**src/rtl/isr_mult_if.sv**
```systemverilog
// isr_mult_if
//   Bundles the request/result signals of the iterative shift-and-add
//   multiplier so the requester and the multiplier connect through a single
//   port each.
//   Signals:
//     start   - request a new product (requester -> multiplier)
//     mcand   - 32-bit unsigned multiplicand, valid with start
//     mplier  - 32-bit unsigned multiplier, valid with start
//     product - 64-bit unsigned result, valid while done is high
//     busy    - an operation is in progress
//     done    - product holds a valid result
//   Modports: master (requester side), slave (multiplier side).

interface isr_mult_if;
    logic        start;
    logic [31:0] mcand;
    logic [31:0] mplier;
    logic [63:0] product;
    logic        busy;
    logic        done;

    modport master (
        output start, mcand, mplier,
        input  product, busy, done
    );

    modport slave (
        input  start, mcand, mplier,
        output product, busy, done
    );
endinterface

```
**src/rtl/isr_mult.sv**
```systemverilog
// isr_mult
//   Unsigned 32x32 -> 64 iterative multiplier that retires K multiplier bits
//   per clock. Latency from the sampled start edge to done is a fixed 32/K
//   cycles regardless of operand values.
//   Parameters:
//     K       - multiplier bits retired per cycle: 1, 2, 4, 8, 16 or 32
//   Ports:
//     clock   - rising-edge clock
//     reset   - asynchronous, active-low reset
//     bus     - isr_mult_if slave: start/mcand/mplier in, product/busy/done out

module isr_mult #(
    parameter int K = 4
) (
    input  logic      clock,
    input  logic      reset,
    isr_mult_if.slave bus
);

    localparam int STEPS = 32 / K;
    localparam int CW    = (STEPS > 1) ? $clog2(STEPS) : 1;
    localparam logic [CW-1:0] LAST = CW'(STEPS - 1);

    // Any K that does not divide the 32-bit multiplier into whole digits is refused
    generate
        if (K != 1 && K != 2 && K != 4 && K != 8 && K != 16 && K != 32) begin : gen_bad_k
            $error("isr_mult: K must be one of 1, 2, 4, 8, 16, 32");
        end
    endgenerate

    typedef enum logic [1:0] {
        IDLE,
        BUSY,
        DONE
    } state_t;

    state_t        state;
    logic [63:0]   acc;
    logic [63:0]   mcand_reg;
    logic [31:0]   mplier_reg;
    logic [CW-1:0] count;
    logic [63:0]   product_reg;
    logic          busy_reg;
    logic          done_reg;

    logic [63:0]   partial;
    logic [63:0]   acc_next;

    // One K-bit digit of the multiplier times the (already shifted) multiplicand;
    // the 64-bit accumulator can never overflow because the full product fits.
    always_comb begin
        partial  = mcand_reg * 64'(mplier_reg[K-1:0]);
        acc_next = acc + partial;
    end

    // start wins in every state, so it doubles as abort-and-restart while BUSY
    // and as back-to-back issue from DONE. product is only written on the edge
    // that finishes an operation, leaving the previous result readable meanwhile.
    always_ff @(posedge clock or negedge reset) begin
        if (!reset) begin
            state       <= IDLE;
            acc         <= '0;
            mcand_reg   <= '0;
            mplier_reg  <= '0;
            count       <= '0;
            product_reg <= '0;
            busy_reg    <= 1'b0;
            done_reg    <= 1'b0;
        end else if (bus.start) begin
            state      <= BUSY;
            acc        <= '0;
            mcand_reg  <= {32'b0, bus.mcand};
            mplier_reg <= bus.mplier;
            count      <= '0;
            busy_reg   <= 1'b1;
            done_reg   <= 1'b0;
        end else begin
            case (state)
                BUSY: begin
                    acc        <= acc_next;
                    mcand_reg  <= mcand_reg << K;
                    mplier_reg <= mplier_reg >> K;
                    count      <= count + 1'b1;
                    if (count == LAST) begin
                        product_reg <= acc_next;
                        busy_reg    <= 1'b0;
                        done_reg    <= 1'b1;
                        state       <= DONE;
                    end
                end
                default: begin
                end
            endcase
        end
    end

    assign bus.product = product_reg;
    assign bus.busy    = busy_reg;
    assign bus.done    = done_reg;

endmodule

```
**src/flat_wrapper.sv**
```systemverilog
// flat-port wrapper written by rule: the top's interface ports become plain ports
module isr_mult_flat 
#(
    parameter int K = 4
)
  (clock, reset, bus_start, bus_mcand, bus_mplier, bus_product, bus_busy, bus_done);
  isr_mult_if bus_i ();
  input  logic clock;
  input  logic reset;
  input wire logic [$bits(bus_i.start)-1:0] bus_start;
  input wire logic [$bits(bus_i.mcand)-1:0] bus_mcand;
  input wire logic [$bits(bus_i.mplier)-1:0] bus_mplier;
  output wire logic [$bits(bus_i.product)-1:0] bus_product;
  output wire logic [$bits(bus_i.busy)-1:0] bus_busy;
  output wire logic [$bits(bus_i.done)-1:0] bus_done;
  assign bus_i.start = bus_start;
  assign bus_i.mcand = bus_mcand;
  assign bus_i.mplier = bus_mplier;
  assign bus_product = bus_i.product;
  assign bus_busy = bus_i.busy;
  assign bus_done = bus_i.done;
  isr_mult #(.K(K)) u_core (.clock(clock), .reset(reset), .bus(bus_i));
endmodule
```
**config.mk**
```make
export PLATFORM = sky130hd
export DESIGN_NAME = isr_mult_flat
export DESIGN_NICKNAME = d
export VERILOG_FILES = /design/src/rtl/isr_mult_if.sv /design/src/rtl/isr_mult.sv /design/src/flat_wrapper.sv
export SDC_FILE = /design/constraint.sdc
export NUM_CORES = 1
export LEC_CHECK = 0
export ABC_AREA = 0
export CAP_MARGIN = 20
export CORE_MARGIN = 2
export CORE_UTILIZATION = 52
export DETAILED_ROUTE_END_ITERATION = 7
export PLACE_DENSITY_LB_ADDON = 0.12
export SETUP_SLACK_MARGIN = 0.02
export SYNTH_ARGS = -nofsm -noshare
export SYNTH_HDL_FRONTEND = slang
export SYNTH_SLANG_ARGS = --single-unit
```
**constraint.sdc**
```tcl
create_clock -name clock -period 8.21 [get_ports clock]
set_clock_uncertainty 0.15 [all_clocks]
set_input_delay 1.2315 -clock clock [delete_from_list [all_inputs] [get_ports clock]]
set_output_delay 1.2315 -clock clock [all_outputs]
set_load 0.02 [all_outputs]
```
Yosys cells after proc, flatten, opt, wreduce, memory -nomap -nowiden

Cells that the tools add are included.

Bits in registers: 231
Bits of input ports: 67
Output and inout bits: 66
Logic and storage cells: 35

$add $sub $neg: 2
Multipliers: 1
Equality and inequality tests: 2
Muxes and demuxes: 17
Bitwise gates (word level): 1
Reduce and logical (&&, ||, !) cells: 4

Operators with widths:

| operator                                                              | count |
|---|---|
| 64-bit two-way mux                                                    | 4 |
| 64-bit adder                                                          | 1 |
| 64-bit by 4-bit multiplier with 64-bit output                         | 1 |
| 32-bit two-way mux                                                    | 2 |
| 1-bit two-way mux                                                     | 6 |
| 2-bit two-way mux                                                     | 3 |
| 3-bit two-way mux                                                     | 2 |
| 2-bit nonzero test                                                    | 2 |
| 3-bit by 1-bit adder with 3-bit output, second input constant         | 1 |
| 3-bit equality test, second input constant                            | 1 |
| 3-bit AND reduction                                                   | 1 |
| 2-bit by 1-bit equality test with 1-bit output, second input constant | 1 |
| 2-bit AND reduction                                                   | 1 |
| 1-bit inverter                                                        | 1 |

Longest topological paths before layout

Gate-level depths: netlist of the first run.

Depth after elaboration: 4
Mapped depth: 20
Gate-level depth less buffers: 17

Worst setup path before layout of the first run

OpenSTA, ideal clock, no wires.

Path kind: reg-to-reg
From: reg u_core.mplier_reg[2]
To: reg u_core.acc[50]
Setup time: 0.126 ns
Arrival time: 4.879 ns
Data required time: 7.934 ns
Path slack: 3.055 ns
Cell stages (with the launch flop): 20
Buffers on the path: 4
Period minus slack after synthesis: 5.155 ns
Cell sequence: dfrtp_1 clkbuf_1 clkbuf_1 and2_1 fa_1 fa_1 inv_1 fa_1 inv_1 ha_1 buf_6 nand4_4 or2_0 or4_1 a2111oi_2 or3_1 buf_6 a21oi_2 o41a_1 a221o_1

Longest elaborated chain between the ends: 4

Ends and longest elaborated chain:

| what                                          | line           | source |
|---|---|---|
| start, declared                               | isr_mult.sv:40 | `logic [31:0] mplier_reg;` |
| start signal, assigned                        | isr_mult.sv:73 | `mplier_reg <= bus.mplier;` |
| start signal, assigned                        | isr_mult.sv:82 | `mplier_reg <= mplier_reg >> K;` |
| 64-bit by 4-bit multiplier with 64-bit output | isr_mult.sv:52 | `partial = mcand_reg * 64'(mplier_reg[K-1:0]);` |
| 64-bit adder                                  | isr_mult.sv:53 | `acc_next = acc + partial;` |
| 64-bit two-way mux                            | isr_mult.sv:78 | `case (state)` |
| 64-bit two-way mux                            | isr_mult.sv:69 | `end else if (bus.start) begin` |
| end signal, assigned                          | isr_mult.sv:80 | `acc <= acc_next;` |
| end, declared                                 | isr_mult.sv:38 | `logic [63:0] acc;` |

No other way between the ends. The select of a mux whose other input is x is not followed.
A chain may end at the register's enable or synchronous reset.

Worst setup path in the final report of the first run

From: reg u_core.mplier_reg[3]
To: reg u_core.acc[50]

The elaborated chain is that of the path after synthesis.

==> results of run 1 <==
## power groups by stage
stage	sequential, mW	clock (mW)	combinational [mW]
floorplan	1.50	0	1.73
global placement	1.46	0	2.47
detailed placement	1.47	0	2.51
CTS	1.45	1.33	2.52
global route	1.48	1.37	2.83
finish	1.45	1.29	2.53
## cell families after synthesis
family                     Yosys count
and+or+nand+nor                    721
adders and majority gates          251
muxes                               85
buffers and inverters              414
xor gates and xnor gates            64
AOI/OAI and AO/OA                  412
DFF                                229
## worst max-delay path, stage by stage (launching register included)
cell       delay [ps]
dfrtp_1           900
buf_4             450
and2_1            200
fa_1              420
fa_1              480
inv_1              50
fa_1              480
inv_1              40
ha_1              480
nand4_4           140
or2_0             290
or4_1             550
a2111oi_2         330
or3_1             370
a21oi_2           150
o41a_1            450
a221o_1           320
## Yosys cell counts, drive strengths merged (3+ instances only)
cell type,n
nand2,305
inv,289
and2,236
dfrtp,229
fa,182
a21oi,148
o21ai,131
clkbuf,109
ha,69
mux2i,57
nor2,55
nand4,36
nand3,33
xnor2,33
a21o,31
xor2,31
mux2,28
a22o,24
buf,16
nor3,16
o21bai,15
a31oi,10
o211ai,9
or4,9
a211oi,6
and3,6
or3,6
nand2b,5
nor2b,5
o31ai,5
or2,5
a221o,4
a221oi,3
o311ai,3
## per-layer routing
metal	vias to the layer above	global-route usage [%]
met5	-	0
met4	0	7.16
met3	75	3.46
met2	423	42.1
met1	7365	38.9
li1	7125	-
## layout by cell type (no fill, tap or decap), types with 24 or more instances in the layout
master / instances
ha_1: 69
nand2_1: 304
o21ai_0: 120
clkdlybuf4s50_1: 130
dfrtp_1: 229
inv_1: 289
xnor2_1: 33
mux2i_1: 57
nand3_1: 33
a21o_1: 31
xor2_1: 31
mux2_2: 28
and2_1: 236
fa_1: 182
clkbuf_16: 27
nand4_1: 35
a22o_1: 24
a21oi_1: 147
nor2_1: 53
## final cells by class
class	instances	area, sq um	share of cell area (%)
inverters	289	1080	4.97
well taps	468	586	2.68
clock buffers	34	742	3.40
flip-flops and latches	229	5730	26.2
multi-input cells	1533	12000	55.1
repair buffers	148	1450	6.63
clock inverters	16	218	0.997
## worst min path at each step
| stage | from | to | slack, ps |
|---|---|---|---|
| global route | u_core.bus.product[43] | u_core.bus.product[43] | 350 |
| floorplan | u_core.acc[14] | u_core.acc[14] | 300 |
| detailed placement | u_core.bus.product[43] | u_core.bus.product[43] | 310 |
| finish | u_core.bus.product[43] | u_core.bus.product[43] | 320 |
| global placement | u_core.bus.product[42] | u_core.bus.product[42] | 310 |
| CTS | u_core.bus.product[43] | u_core.bus.product[43] | 330 |
## stage by stage
stage	util (%)	area, sq um	setup slack (ps)	instances	hold WS, ps
2_1_floorplan	-	19300	3050	2176	300
3_3_place_gp	57.1	20900	2070	2667	309
3_5_place_dp	57.1	20900	1930	2667	313
4_1_cts	59.7	21800	1870	2717	328
5_1_grt	59.7	21800	1550	2717	349
6_report	59.7	21800	1790	2717	321
==> results.sh, run 1 <==
export IMPL_outcome="finished, final reports clean"
export IMPL_final_nets=2546
export IMPL_syn_avg_cell_area_sq_um=8.88
export IMPL_root_buffer="clkbuf_16"
export IMPL_synth_net_count=2494
export IMPL_die_x_microns=197
export IMPL_grt_max_degree=113
export IMPL_hold_viol_final=0
export IMPL_cts_tree="yes"
export IMPL_p_int_mw=3.06
export IMPL_setup_violations=0
export IMPL_postCtsHoldBufs=0
export IMPL_synth_ff_type="dfrtp_1"
export IMPL_first_pass_iters=5
export IMPL_area_delta_synth_final_pct=13.0
export IMPL_r2r_setup_slack_ps=1790
export IMPL_async_flop_share_pct=100
export IMPL_cts_buffers=27
export IMPL_power_frac_comb_pct=48.0
export IMPL_tns_ps=0
export IMPL_syn_inst=2176
export IMPL_vias=14988
export IMPL_p_leak_nw=10.7
export IMPL_drt_total_wl_microns=49700
export IMPL_die_area_sq_um=38700
export IMPL_core_area_sq_um=36600
export IMPL_slew_headroom_pct=29.2
export IMPL_yosysTopAreaCell="dfrtp_1"
export IMPL_muxShareOfSynthArea_pct=4.58
export IMPL_drc_errors=0
export IMPL_synth_simple_area_share_pct=18.5
export IMPL_drtIter0Drc=1015
export IMPL_antenna_cells=0
export IMPL_insertion_delay_ps=580
export IMPL_worstRegToRegCells=16
export IMPL_clkTransAtPathRegs_ps=70
export IMPL_htreeDepth=1
export IMPL_sequentialPowerShare_pct=27.6
export IMPL_max_freq_mhz=156
export IMPL_post_route_period_util_pct=78.1
export IMPL_hpwl_microns=36500
export IMPL_final_min_clock_period_ps=6420
export IMPL_highest_layer="met4"
export IMPL_power_total_mw=5.27
export IMPL_cts_sinks=229
export IMPL_die_h_microns=197
export IMPL_syn_area_sq_um=19300
export IMPL_hold_class="flip-flop to flip-flop"
export IMPL_cp_max_fo=36
export IMPL_antenna_found_initial=0
export IMPL_yosys_area_top_type_share_pct=29.6
export IMPL_drtAntennaViolNets=0
export IMPL_worstSetupStartpoint="u_core.mplier_reg[3]"
export IMPL_ys_seq_elements=229
export IMPL_synthXorXnorAreaFrac_pct=2.90
export IMPL_fillerInstances=3276
export IMPL_whs_path_depth=2
export IMPL_synth_adder_area_share_pct=23.3
export IMPL_arrival_ps=6700
export IMPL_synth_top_family_by_area="adder cells"
export IMPL_critPathLaunchType="flip-flop"
export IMPL_reg2reg_from="u_core.mplier_reg[3]"
export IMPL_tightest_slew_ps=1060
export IMPL_viasPerCell=5.52
export IMPL_wl_met1_microns=23500
export IMPL_pwr_share_clk_pct=24.5
export IMPL_switchingPower_mw=2.22
export IMPL_swShare_pct=42.1
export IMPL_cts_resized=0
export IMPL_cts_setup_buffers=0
export IMPL_grt_ovfl_total=0
export IMPL_cap_violations=0
export IMPL_ctsLongestPathBuffers=3
export IMPL_synth_edff_count=0
export IMPL_wl_met2_microns=22400
export IMPL_critPathRequiredTime_ps=8500
export IMPL_end_kind="flip-flop"
export IMPL_reg2reg_to="u_core.acc[50]"
export IMPL_vdd_ir_drop_max_uv=241
export IMPL_synth_cell_type_count=63
export IMPL_worstSetupPathType="flip-flop to flip-flop"
export IMPL_yosysWarningCount=0
export IMPL_wl_per_cell_microns=18.3
export IMPL_slew_viol_final=0
export IMPL_numPortBuffers=132
export IMPL_row_count=70
export IMPL_grt_pass1_wl_microns=82700
export IMPL_groute_usage_overall_pct=26.7
export IMPL_rsz0062_at_grt="false"
export IMPL_drive_gt1_share_pct=4.76
export IMPL_synth_area_leaders="dfrtp_1 30%, fa_1 19%, and2_1 7.6%, nand2_1 5.9%, inv_1 5.6%"
export IMPL_synth_compound_area_share_pct=12.8
export IMPL_routabilityCongestion=0.916
export IMPL_first_global_vias=15444
export IMPL_power_density_nw_per_um2=241
export IMPL_start_util_pct=52.8
export IMPL_synth_seq_area_share_pct=29.6
export IMPL_routed_wl_met3_microns=2520
export IMPL_endpoint="u_core.acc[50]"
export IMPL_num_io_pins=133
(Power assumes the default switching activity.)
==> run 2: changes to the inputs <==
Clock period 8.21 ns to 6.6 ns, I/O delays scaled along.
==> run 2 against run 1 <==
Worst setup slack worse by 1300 ps. Largest power group unchanged. Utilization is essentially flat. Via count rose by 1.3%. Clock power grew 19%. Die area stayed put. Fmax grew 5.5%. Design area hardly changed. Global-route usage up 0.34 points.
==> results.sh, run 2 (synthesis results as in run 1) <==
export IMPL_cp_max_fo=29
export IMPL_fillerInstances=3344
export IMPL_die_area_sq_um=38700
export IMPL_max_freq_mhz=164
export IMPL_power_density_nw_per_um2=298
export IMPL_grt_max_degree=168
export IMPL_row_count=70
export IMPL_switchingPower_mw=2.76
export IMPL_clkTransAtPathRegs_ps=60
export IMPL_arrival_ps=6380
export IMPL_final_common_cell="nand2_1"
export IMPL_cp_common_cell="fa_1"
export IMPL_drc_errors=0
export IMPL_first_pass_iters=5
export IMPL_hold_ws_ps=200
export IMPL_postCtsHoldBufs=0
export IMPL_wl_per_cell_microns=18.5
export IMPL_ctsLongestPathBuffers=3
export IMPL_critical_path_max_stage_delay_ps=930
export IMPL_hpwl_microns=37000
export IMPL_critPathRequiredTime_ps=6900
export IMPL_first_global_vias=15744
export IMPL_htreeDepth=1
export IMPL_fin_ws_ps=516
export IMPL_path_cells="and2_1 > fa_1 > fa_1 > inv_1 > fa_1 > inv_1 > ha_1 > nand4_4 > or2_0 > or4_1 > a2111oi_2 > or3_1 > a21oi_2 > o41a_1 > a221o_1"
export IMPL_area_delta_synth_final_pct=13.0
export IMPL_p_int_mw=3.75
export IMPL_worst_path_max_delay_cell="dfrtp_1"
export IMPL_drtIter0Drc=931
export IMPL_p_leak_nw=10.7
export IMPL_critPathLaunchType="flip-flop"
export IMPL_cts_sinks=229
export IMPL_cpLargestDelayFamily="adder cells"
export IMPL_die_h_microns=197
export IMPL_pre_cts_ws_ps=540
export IMPL_die_x_microns=197
export IMPL_hold_class="input pin to asynchronous set/reset pin"
export IMPL_outcome="finished, final reports clean"
export IMPL_mostFrequentLayoutCells="304 x nand2_1, 289 x inv_1, 236 x and2_1"
export IMPL_setup_violations=0
export IMPL_slew_viol_final=0
export IMPL_cap_violations=0
export IMPL_fin_cells=2720
export IMPL_drtAntennaViolNets=0
export IMPL_slew_headroom_pct=23.4
export IMPL_tightest_slew_ps=1150
export IMPL_cts_tree="yes"
export IMPL_swShare_pct=42.4
export IMPL_num_io_pins=133
export IMPL_routabilityCongestion=0.916
export IMPL_final_nets=2554
export IMPL_root_buffer="clkbuf_16"
export IMPL_viasPerCell=5.58
export IMPL_drt_total_wl_microns=50400
export IMPL_cts_setup_buffers=0
export IMPL_cts_buffers=27
export IMPL_core_area_sq_um=36600
export IMPL_drive_gt1_share_pct=4.66
export IMPL_fin_area_sq_um=21900
export IMPL_tns_ps=0
export IMPL_finish_utilization_pct=59.7
export IMPL_final_min_clock_period_ps=6080
export IMPL_groute_usage_overall_pct=27.0
export IMPL_end_kind="flip-flop"
export IMPL_vias=15183
export IMPL_sequentialPowerShare_pct=27.6
export IMPL_hold_viol_final=0
export IMPL_grt_ovfl_total=0
export IMPL_power_frac_comb_pct=48.9
export IMPL_power_total_mw=6.52
export IMPL_worstSetupPathType="flip-flop to flip-flop"
export IMPL_rsz0062_at_grt="false"
export IMPL_post_route_period_util_pct=92.2
export IMPL_antenna_found_initial=0
export IMPL_start_util_pct=52.8
export IMPL_cts_resized=0
export IMPL_cp_num_buf_inv=2
export IMPL_numPortBuffers=132
export IMPL_grt_pass1_wl_microns=83700
export IMPL_dp_cells=2675
export IMPL_pwr_share_clk_pct=23.5
export IMPL_vdd_ir_drop_max_uv=210
export IMPL_place_area_sq_um=21000
export IMPL_insertion_delay_ps=570
==> run 2: worst paths after layout <==
path	from	to	slack, ps	cells after the start
min in group clock	u_core.bus.product[5]	u_core.bus.product[5]	320	2
hold reg to reg	u_core.bus.product[5]	u_core.bus.product[5]	320	2
setup / recovery	u_core.mplier_reg[3]	u_core.acc[50]	520	15
setup reg to reg	u_core.mplier_reg[3]	u_core.acc[50]	520	15
hold / removal	reset	u_core.bus.product[29]	200	1
max in group asynchronous	reset	u_core.mcand_reg[36]	4660	2
==> run 2: metal layers <==
| layer | vias up | wire length (microns) | track usage [%] | share of wire [%] |
|---|---|---|---|---|
| met2 | 399 | 22600 | 43.0 | 45 |
| met3 | 84 | 2550 | 3.41 | 5.1 |
| met4 | 0 | 1630 | 7.99 | 3.2 |
| li1 | 7164 | - | - | - |
| met1 | 7536 | 23600 | 38.8 | 47 |
| met5 | - | 0 | 1.02 | 0 |
==> run 2: power by group through the flow <==
| stage | clock [mW] | sequential [mW] | combinational [mW] |
|---|---|---|---|
| final | 1.53 | 1.80 | 3.19 |
| after global routing | 1.60 | 1.83 | 3.55 |
| after CTS | 1.57 | 1.80 | 3.16 |
| after detailed placement | 0 | 1.82 | 3.14 |
| after global placement | 0 | 1.81 | 3.10 |
| after floorplan | 0 | 1.86 | 2.16 |
==> run 2: area by class of cell <==
type	count	area, sq um	share of cell area, %
Antenna cell	1	2.50	0.0115
Clock buffer	38	757	3.46
Clock inverter	6	123	0.561
Inverter	289	1080	4.96
Multi-Input combinational cell	1533	12000	55.1
Sequential cell	229	5730	26.2
Tap cell	468	586	2.68
Timing Repair Buffer	156	1530	7.01
==> run 3: changes to the inputs <==
Settings changed: PLACE_DENSITY from default to 0.73, PLACE_DENSITY_LB_ADDON 0.12 to default.
==> run 3 against run 2 <==
Register-to-register slack improved by 200 ps. Total power increased by 1.2%. Fmax increased by 3.4%. Non-clock buffer count increased by 4. Design area increased by 0.55%. First-iteration DRC count increased by 13%. Hold slack improved by 31 ps. Critical path depth increased by 1. Combinational power about the same. Critical endpoint unchanged.
==> results.sh, run 3 (synthesis results as in run 1) <==
export IMPL_outcome="finished, final reports clean"
export IMPL_row_count=70
export IMPL_endpoint="u_core.acc[50]"
export IMPL_power_total_mw=6.60
export IMPL_cts_buffers=28
export IMPL_p_int_mw=3.80
export IMPL_cts_resized=0
export IMPL_die_area_sq_um=38700
export IMPL_cts_tree="yes"
export IMPL_worstRegToRegCells=16
export IMPL_num_io_pins=133
export IMPL_power_density_nw_per_um2=300
export IMPL_dp_cells=2679
export IMPL_drc_errors=0
export IMPL_drt_total_wl_microns=50800
export IMPL_fin_area_sq_um=22000
export IMPL_mostFrequentLayoutCells="304 x nand2_1, 289 x inv_1, 236 x and2_1"
export IMPL_hold_viol_final=0
export IMPL_sequentialPowerShare_pct=27.2
export IMPL_max_freq_mhz=170
export IMPL_p_leak_nw=10.7
export IMPL_htreeDepth=1
export IMPL_hold_ws_ps=231
export IMPL_ctsLongestPathBuffers=3
export IMPL_slew_viol_final=0
export IMPL_rsz0062_at_grt="false"
export IMPL_die_h_microns=197
export IMPL_swShare_pct=42.4
export IMPL_final_common_cell="nand2_1"
export IMPL_critPathRequiredTime_ps=6900
export IMPL_pwr_share_clk_pct=24.5
export IMPL_reg2reg_to="u_core.acc[50]"
export IMPL_setup_violations=0
export IMPL_core_area_sq_um=36600
export IMPL_wl_per_cell_microns=18.6
export IMPL_critPathLaunchType="flip-flop"
export IMPL_insertion_delay_ps=580
export IMPL_antenna_found_initial=0
export IMPL_final_nets=2559
export IMPL_drtAntennaViolNets=0
export IMPL_start_util_pct=52.8
export IMPL_grt_ovfl_total=0
export IMPL_slew_headroom_pct=25.2
export IMPL_area_delta_synth_final_pct=13.7
export IMPL_numPortBuffers=132
export IMPL_final_min_clock_period_ps=5890
export IMPL_routabilityCongestion=0.922
export IMPL_cp_max_fo=25
export IMPL_reg2reg_from="u_core.mplier_reg[1]"
export IMPL_cts_setup_buffers=0
export IMPL_pre_cts_ws_ps=767
export IMPL_place_area_sq_um=21000
export IMPL_first_global_vias=15563
export IMPL_hold_class="input pin to asynchronous set/reset pin"
export IMPL_finish_utilization_pct=60.0
export IMPL_grt_max_degree=150
export IMPL_vias=15296
export IMPL_cap_violations=0
export IMPL_drtIter0Drc=1048
export IMPL_switchingPower_mw=2.79
export IMPL_fin_ws_ps=714
export IMPL_postCtsHoldBufs=0
export IMPL_clkTransAtPathRegs_ps=60
export IMPL_cts_sinks=229
export IMPL_end_kind="flip-flop"
export IMPL_viasPerCell=5.60
export IMPL_worstSetupStartpoint="u_core.mplier_reg[1]"
export IMPL_tightest_slew_ps=1120
export IMPL_drive_gt1_share_pct=5.44
export IMPL_fin_cells=2731
export IMPL_grt_pass1_wl_microns=84000
export IMPL_groute_usage_overall_pct=27.1
export IMPL_post_route_period_util_pct=89.2
export IMPL_worstSetupPathType="flip-flop to flip-flop"
export IMPL_hpwl_microns=37400
export IMPL_root_buffer="clkbuf_16"
export IMPL_vdd_ir_drop_max_uv=253
export IMPL_arrival_ps=6190
export IMPL_die_x_microns=197
export IMPL_r2r_setup_slack_ps=710
export IMPL_tns_ps=0
export IMPL_power_frac_comb_pct=48.2
export IMPL_first_pass_iters=5
export IMPL_antenna_cells=0
[run 3: changes by cell type in the layout (fill, tap and decap cells not counted)]
cell	change
inv_16	-1
buf_4	+4
clkbuf_8	+1
clkinv_8	+1
clkinv_2	+6
inv_6	+1
clkinvlp_4	+2
clkbuf_16	+1
diode_2	-1
clkinv_4	+3
clkbuf_1	-6
[run 3: worst min-delay path by stage]
stage / from / to / slack [ps] / cells past startpoint
CTS: reset / u_core.bus.product[19] / 250 / 1
global route: reset / u_core.bus.product[20] / 280 / 1
detailed placement: u_core.bus.product[5] / u_core.bus.product[5] / 310 / 2
finish: reset / u_core.bus.product[20] / 230 / 1
floorplan: u_core.acc[14] / u_core.acc[14] / 300 / 2
global placement: u_core.bus.product[42] / u_core.bus.product[42] / 310 / 2
[run 3: power groups by stage]
| stage | sequential [mW] | combinational, mW | clock [mW] |
|---|---|---|---|
| after floorplan | 1.86 | 2.16 | 0 |
| after detailed placement | 1.82 | 3.14 | 0 |
| after CTS | 1.80 | 3.16 | 1.65 |
| final | 1.80 | 3.18 | 1.62 |
| after global routing | 1.83 | 3.52 | 1.70 |
| after global placement | 1.81 | 3.10 | 0 |
[run 3: critical path: stages (launching register included)]
cell	delay, ps
dfrtp_1	790
buf_12	250
and2_1	170
fa_1	410
fa_1	490
inv_1	50
fa_1	480
inv_1	40
ha_1	410
nand4_1	140
or2_0	250
or4_1	550
a2111oi_2	280
or3_1	380
a21oi_2	150
o41a_1	440
a221o_1	300
[run 3: per-layer routing]
metal | global-route usage (%) | up-vias | share of wire, % | routed length [microns]
met5 | 0 | - | 0 | 0
met1 | 38.8 | 7570 | 46 | 23300
li1 | - | 7180 | - | -
met2 | 43.6 | 461 | 46 | 23200
met4 | 6.74 | 0 | 2.7 | 1350
met3 | 4.16 | 85 | 5.8 | 2930
[run 3: area by class of cell]
cell class / count / area, sq um
tap: 468 / 586
clock inverter: 18 / 199
multi-input combinational: 1533 / 12000
fill: 3228 / 14600
sequential: 229 / 5730
inverter: 289 / 1080
clock buffer: 34 / 773
timing repair buffer: 160 / 1560
